<file path="src/rtl/example_producer.sv">
// F2C traffic source: fills ring-buffer chunks with a known 64-bit pattern and keeps a running checksum.
// Define F2C_PRODUCER_LFSR_EN to use a 64-bit Galois LFSR pattern instead of the incrementing counter.
module example_producer #(
    parameter int CHUNK_NBITS = 7,
    parameter int PTR_NBITS   = 2
) (
    input  logic                   sysClk_in,
    input  logic                   sysRst_n_in,
    input  logic [PTR_NBITS-1:0]   wrPtr_in,
    input  logic [PTR_NBITS-1:0]   rdPtr_in,
    output logic                   wrEnable_out,
    output logic [CHUNK_NBITS-4:0] wrOffset_out,
    output logic [63:0]            wrData_out,
    output logic                   commit_out,
    output logic [63:0]            csData_out,
    output logic                   csValid_out,
    input  logic                   csReset_in,
    input  logic [31:0]            countInit_in
);

    localparam int OFF_W = CHUNK_NBITS - 3;
    localparam logic [OFF_W-1:0]     LAST_OFFSET    = {OFF_W{1'b1}};
    localparam logic [OFF_W-1:0]     OFF_ONE        = {{(OFF_W-1){1'b0}}, 1'b1};
    localparam logic [PTR_NBITS-1:0] PTR_ONE        = {{(PTR_NBITS-1){1'b0}}, 1'b1};
    localparam logic [31:0]          COUNT_DISABLED = 32'hFFFF_FFFF;
`ifdef F2C_PRODUCER_LFSR_EN
    localparam logic [63:0]          PATTERN_SEED   = 64'h0000_0000_0000_0001;
`else
    localparam logic [63:0]          PATTERN_SEED   = 64'h0000_0000_0000_0000;
`endif

    typedef enum logic [1:0] {
        S_IDLE   = 2'd0,
        S_WRITE  = 2'd1,
        S_COMMIT = 2'd2,
        S_WAIT   = 2'd3
    } state_t;

    state_t                 state_r;
    logic [63:0]            pattern_r;
    logic [31:0]            gapCount_r;
    logic [PTR_NBITS-1:0]   wrPtrNext_s;
    logic                   ringFull_s;
    logic                   startOk_s;

    function automatic logic [63:0] nextPattern(input logic [63:0] cur);
`ifdef F2C_PRODUCER_LFSR_EN
        if (cur[0]) begin
            nextPattern = {1'b0, cur[63:1]} ^ 64'hD800_0000_0000_0000;
        end else begin
            nextPattern = {1'b0, cur[63:1]};
        end
`else
        nextPattern = cur + 64'd1;
`endif
    endfunction

    // Ring-full and chunk-start qualification; one slot stays empty so full and empty differ.
    always_comb begin
        wrPtrNext_s = wrPtr_in + PTR_ONE;
        ringFull_s  = (wrPtrNext_s == rdPtr_in);
        startOk_s   = (countInit_in != COUNT_DISABLED) && !ringFull_s;
    end

    // Chunk sequencer; the write offset register doubles as the in-chunk QW counter.
    always_ff @(posedge sysClk_in or negedge sysRst_n_in) begin
        if (!sysRst_n_in) begin
            state_r      <= S_IDLE;
            pattern_r    <= PATTERN_SEED;
            gapCount_r   <= 32'd0;
            wrEnable_out <= 1'b0;
            wrOffset_out <= {OFF_W{1'b0}};
            wrData_out   <= 64'd0;
            commit_out   <= 1'b0;
        end else begin
            case (state_r)
                S_IDLE: begin
                    commit_out <= 1'b0;
                    if (startOk_s) begin
                        state_r      <= S_WRITE;
                        wrEnable_out <= 1'b1;
                        wrOffset_out <= {OFF_W{1'b0}};
                        wrData_out   <= pattern_r;
                        pattern_r    <= nextPattern(pattern_r);
                    end else begin
                        wrEnable_out <= 1'b0;
                    end
                end
                S_WRITE: begin
                    if (wrOffset_out == LAST_OFFSET) begin
                        state_r      <= S_COMMIT;
                        wrEnable_out <= 1'b0;
                        commit_out   <= 1'b1;
                    end else begin
                        wrEnable_out <= 1'b1;
                        wrOffset_out <= wrOffset_out + OFF_ONE;
                        wrData_out   <= pattern_r;
                        pattern_r    <= nextPattern(pattern_r);
                    end
                end
                S_COMMIT: begin
                    // The transceiver bumps wrPtr_in on this edge, so the next IDLE sees it fresh.
                    // DISABLED is not treated as a gap length: go straight to IDLE and park there.
                    commit_out   <= 1'b0;
                    wrEnable_out <= 1'b0;
                    wrOffset_out <= {OFF_W{1'b0}};
                    if ((countInit_in == 32'd0) || (countInit_in == COUNT_DISABLED)) begin
                        state_r <= S_IDLE;
                    end else begin
                        gapCount_r <= countInit_in - 32'd1;
                        state_r    <= S_WAIT;
                    end
                end
                S_WAIT: begin
                    commit_out   <= 1'b0;
                    wrEnable_out <= 1'b0;
                    if (gapCount_r == 32'd0) begin
                        state_r <= S_IDLE;
                    end else begin
                        gapCount_r <= gapCount_r - 32'd1;
                    end
                end
                default: begin
                    state_r      <= S_IDLE;
                    wrEnable_out <= 1'b0;
                    commit_out   <= 1'b0;
                end
            endcase
        end
    end

    // Running checksum of every QW presented on the write port; a clear keeps the concurrent QW.
    always_ff @(posedge sysClk_in or negedge sysRst_n_in) begin
        if (!sysRst_n_in) begin
            csData_out <= 64'd0;
        end else begin
            csData_out <= (csReset_in ? 64'd0 : csData_out) + (wrEnable_out ? wrData_out : 64'd0);
        end
    end

    // Checksum is only meaningful when the host has drained everything and no chunk is in flight.
    always_ff @(posedge sysClk_in or negedge sysRst_n_in) begin
        if (!sysRst_n_in) begin
            csValid_out <= 1'b0;
        end else begin
            csValid_out <= (wrPtr_in == rdPtr_in) && ((state_r == S_IDLE) || (state_r == S_WAIT));
        end
    end

endmodule

</file>
<file path="config.mk">
export PLATFORM = sky130hd
export DESIGN_NAME = example_producer
export DESIGN_NICKNAME = d
export VERILOG_FILES = /design/src/rtl/example_producer.sv
export SDC_FILE = /design/constraint.sdc
export NUM_CORES = 1
export LEC_CHECK = 0
export CORE_AREA = 2 2 182 255
export CTS_BUF_LIST = sky130_fd_sc_hd__clkbuf_8 sky130_fd_sc_hd__clkbuf_16
export DETAILED_ROUTE_END_ITERATION = 8
export DIE_AREA = 0 0 184 257
export DONT_BUFFER_PORTS = 1
export PLACE_DENSITY = 0.54
export SYNTH_ARGS = -nofsm -noshare
export SYNTH_HDL_FRONTEND = slang
export SYNTH_SLANG_ARGS = --single-unit
</file>
<file path="constraint.sdc">
create_clock -name sysClk_in -period 4.4 [get_ports sysClk_in]
set_input_delay 0.66 -clock sysClk_in [delete_from_list [all_inputs] [get_ports sysClk_in]]
set_output_delay 0.66 -clock sysClk_in [all_outputs]
set_load 0.01 [all_outputs]
</file>
After elaboration in Yosys (flattened, before gate mapping) --
Cells that the tools add are included. W data, S select, Z words.
Cells by class: add/sub/neg operators 6, eq/ne operators 14, reductions and logical operators 17, multiplexer cells 24
Operators by type and width (number):
- $mux W64 | 6
- $pmux W64 S2 | 2
- $add A64 B1 Y64 const B | 1
- $add A64 B64 Y64 | 1
- $logic_not A32 Y1 | 2
- $mux W32 | 2
- $pmux W32 S2 | 1
- $sub A32 B1 Y32 const B | 2
- $eq A32 B32 Y1 const B | 1
- $ne A32 B32 Y1 const B | 1
- $ne A2 B2 Y1 const B | 6
- $pmux W4 S3 | 1
- $reduce_and A3 Y1 | 4
- $mux W2 | 4
- $mux W4 | 2
- $pmux W2 S4 | 1
- $add A4 B1 Y4 const B | 1
- $eq A2 B2 Y1 | 2
- $eq A2 B2 Y1 const B | 2
- $eq A4 B4 Y1 const B | 1
- $reduce_bool A2 Y1 | 2
- $mux W1 | 3
- $pmux W1 S3 | 1
- $reduce_bool A3 Y1 | 1
- other kinds (9) | 11
Storage, ports and cells: flip-flop bits (word level) 233

Logic depth before layout (Yosys ltp) --
word-level depth 6, mapped depth 17

Worst setup path after synthesis --
OpenSTA, ideal clock, no wires.
path kind register to register, start register state_r[0], end register gapCount_r[30], clock period less this slack 4563 ps, cell stages (with the launch flop) 18, path buffers 6, arrival 4426 ps, setup slack -163 ps, cell sequence dfrtp_1 ha_1 buf_6 buf_2 clkbuf_1 buf_1 buf_1 clkbuf_1 mux2i_1 ha_1 o21ai_1 nor4b_4 nand3_2 or3b_4 or3_1 xnor2_1 o22ai_1 a21oi_1
Between the ends: longest elaborated chain between the ends 3, elaborated cells between the ends (all ways) 7
RTL lines:
- start: declaration | RTL line 39 | state_t state_r;
- start signal: assignment | RTL line 68 | state_r <= S_IDLE;
- start signal: assignment | RTL line 80 | state_r <= S_WRITE;
- start signal: assignment | RTL line 91 | state_r <= S_COMMIT;
- $eq A2 B2 Y1 | RTL line 76 | case (state_r)
- $ne A2 B2 Y1 (no source line) / $reduce_bool A2 Y1 (equally long branches)
- $reduce_and A3 Y1 (no source line)
- end signal: assignment | RTL line 110 | gapCount_r <= countInit_in - 32'd1;
- end signal: assignment | RTL line 120 | gapCount_r <= gapCount_r - 32'd1;
- end: declaration | RTL line 41 | logic [31:0] gapCount_r;
Several ways; a longest one is shown, not always the timed one. A chain may end at the register's enable or synchronous reset.

Worst setup path in the final report --
start register wrEnable_out, end register csData_out[53]
Between the ends: longest elaborated chain between the ends 2
RTL lines:
- start: declaration | RTL line 11 | output logic wrEnable_out,
- start signal: assignment | RTL line 71 | wrEnable_out <= 1'b0;
- start signal: assignment | RTL line 81 | wrEnable_out <= 1'b1;
- start signal: assignment | RTL line 86 | wrEnable_out <= 1'b0;
- $mux W64 | RTL line 137 | csData_out <= (csReset_in ? 64'd0 : csData_out) + (wrEnable_out ? wrData_out : 64'd0);
- $add A64 B64 Y64 | RTL line 137
- end signal: assignment | RTL line 137
- end: declaration | RTL line 15 | output logic [63:0] csData_out,
No other way between the ends.

==> impl_metrics.tcl <==
set metrics [dict create \
    start_kind "register" \
    viasPerCell 5.374 \
    fp.dieH_um 257 \
    gr-total-overflow 0 \
    wl_per_cell_um 18.96 \
    worst_slew_pin_slew_ps 913.9 \
    postCtsResizedCells 0 \
    regToRegEndpoint "csData_out[53]" \
    finalNonFillerCells 2269 \
    rsz0062_at_grt "no" \
    fin_skew_ps 10.54 \
    clkTransAtPathRegs_ps 70 \
    ys_warn_count 0 \
    worstHoldPathType "in -> async" \
    maxCapViolCount 0 \
    antenna_found_initial 0 \
    fillCellCount 4598 \
    fin_crit_ps 3976 \
    ios 174 \
    layout-drive-gt1-share 0.06745 \
    reg2reg_depth 12 \
    drc 0 \
    cts_num_sinks 233 \
    final_cell_mix "nand2_1, dfrtp_1, a21oi_1" \
    clock_path_buffers 3 \
    post_cts_buffers 0 \
    diodes 0 \
    cts_inserted_buffers 28 \
    synth-seq-area-share 0.3964 \
    outcome "finished with violations" \
    timing.slew.headroom 0.3830 \
    core_area_mm2 0.04489 \
    critPathRequiredTime_ps 4830 \
    die_area_mm2 0.04729 \
    clock_latency_ps 560 \
    io_buffers 0 \
    ys_types 78 \
    failed_checks "negative hold slack" \
    slew_viol_final 0 \
    powerDensity_mw_per_mm2 468.3 \
    cp_max_fo 33 \
    synth_fp_nets 1815 \
    dpl.cell_count 2217 \
    htree_levels 1 \
    drt_iter0_markers 670 \
    netlist_area_mm2 0.01471 \
    initial_utilization 0.3276 \
    syn2layout_area_growth_pct 11.54 \
    irDropWorstVdd_mv 0.3886 \
    synth-async-reset-ratio 1.000 \
    nets 1794 \
    r2r_start "wrEnable_out" \
    static-leakage-power_nw 7.528 \
    firstDrtPassIters 7 \
    place.gp.congestion 0.9019 \
    rows 92 \
    detailroute.via_count 12193 \
    final_common_cell "nand2_1" \
    cts_tree "yes" \
    cts-root-buf "clkbuf_16" \
    cp.arrival_ps 4400 \
    hold_viol 233 \
    synth-edff-count 0 \
    whs_ps -180.2 \
    grt_pass1_vias 12119 \
    place_hpwl_mm 31.45 \
    yosys_register_bits 233 \
    setup_viol 0 \
    totalWireLength_mm 43.03 \
    track_usage 0.1801 \
    fin_crit_sh 0.9035 \
    critPathCaptureType "register" \
    synth_cells 1704 \
    die_w_um 184 \
    grt_max_degree 234 \
    syn_area_per_cell_um2 8.631 \
    max_freq_ghz 0.2515 \
    synthFlopType "dfrtp_1" \
    fin_setup_tns_ps 0 \
    critPathKind "reg -> reg" \
    r2r_setup_slack_ps 420 \
    ant_nets 0 \
    grt_pass1_wl_mm 68.19 \
    critPathLaunch "wrEnable_out" \
]
layout make-up:
type,instances,area (µm²),share of cell area
flip-flops and latches,233,5832,0.3555
multi-input cells,1356,8451,0.5151
well taps,564,705.7,0.04301
repair buffers,26,195.2,0.01190
clock inverters,17,271.5,0.01655
inverters,38,142.6,0.008694
clock buffers,35,808.3,0.04927
metal layers:
metal / part of all wire / up-vias / track usage
met5: 0 / - / 0
met4: 0.035 / 0 / 0.06311
met3: 0.061 / 77 / 0.03948
met2: 0.51 / 327 / 0.3232
met1: 0.40 / 5852 / 0.2092
li1: - / 5937 / -
flip-flops by register name, indices dropped and copies added, names as in the netlist:
name	count
wrEnable_out	1
gapCount_r	32
csValid_out	1
state_r	2
pattern_r	64
csData_out	64
wrOffset_out	4
commit_out	1
wrData_out	64
power by group:
part	leakage [nW]	switching (mW)	internal, mW
Combinational	3.88	1.35	0.733
Sequential	3.12	0.447	2.44
Clock	0.534	0.999	1.71
Yosys cell counts, drive strengths merged (40+ instances only):
library cell,n,area [µm²]
nand2,284,1066
nor3,40,200.2
and2,71,444.2
nand4,45,281.5
xor2,62,543.0
nor2b,76,475.5
xnor2,93,814.5
dfrtp,233,5831
nand3,70,355.3
clkbuf,63,236.5
o21ai,79,395.4
ha,71,888.4
nor2,84,327.8
a21oi,131,655.6
worst max-delay path by stage:
stage                     endpoint  slack [ps]  depth (start not counted)
finish              csData_out[53]         420                         12
global route        csData_out[62]         120                         12
CTS                 csData_out[62]         390                         12
detailed placement  csData_out[62]         440                         12
global placement    csData_out[51]         520                         12
floorplan           gapCount_r[30]          50                         17
critical path: stages, from the launching register on:
cell,delay [ps]
dfrtp_2,810
and2_1,230
ha_1,300
a21oi_1,270
o211ai_1,170
a2111oi_0,380
a21bo_2,310
a21oi_1,360
nand3_1,190
a221oi_1,300
buf_4,220
o21ai_0,120
xor2_1,160
cells by family after synthesis:
group                    synth area share
buffers and inverters             0.03037
AO/OA/AOI/OAI                      0.1526
multiplexers                      0.01472
AND/OR/NAND/NOR                    0.2518
flip-flops                         0.3964
adder cells (fa/ha/maj)           0.06176
XOR/XNOR                          0.09230
metrics by stage:
| step | setup slack, ps | cell area, µm² | utilization | total power, mW | hold WS [ps] |
|---|---|---|---|---|---|
| after detailed placement | 441.9 | 15330 | 0.3414 | 5.045 | 383.1 |
| after global placement | 522.8 | 15330 | 0.3414 | 4.992 | 382.7 |
| after global routing | 119.5 | 16410 | 0.3654 | 8.190 | -209.2 |
| after floorplan | 47.34 | 14710 | - | 4.374 | 364.4 |
| final | 424.4 | 16410 | 0.3654 | 7.683 | -180.2 |
| after CTS | 387.3 | 16410 | 0.3654 | 7.800 | -217.9 |
Power figures use the tool's default switching activity.
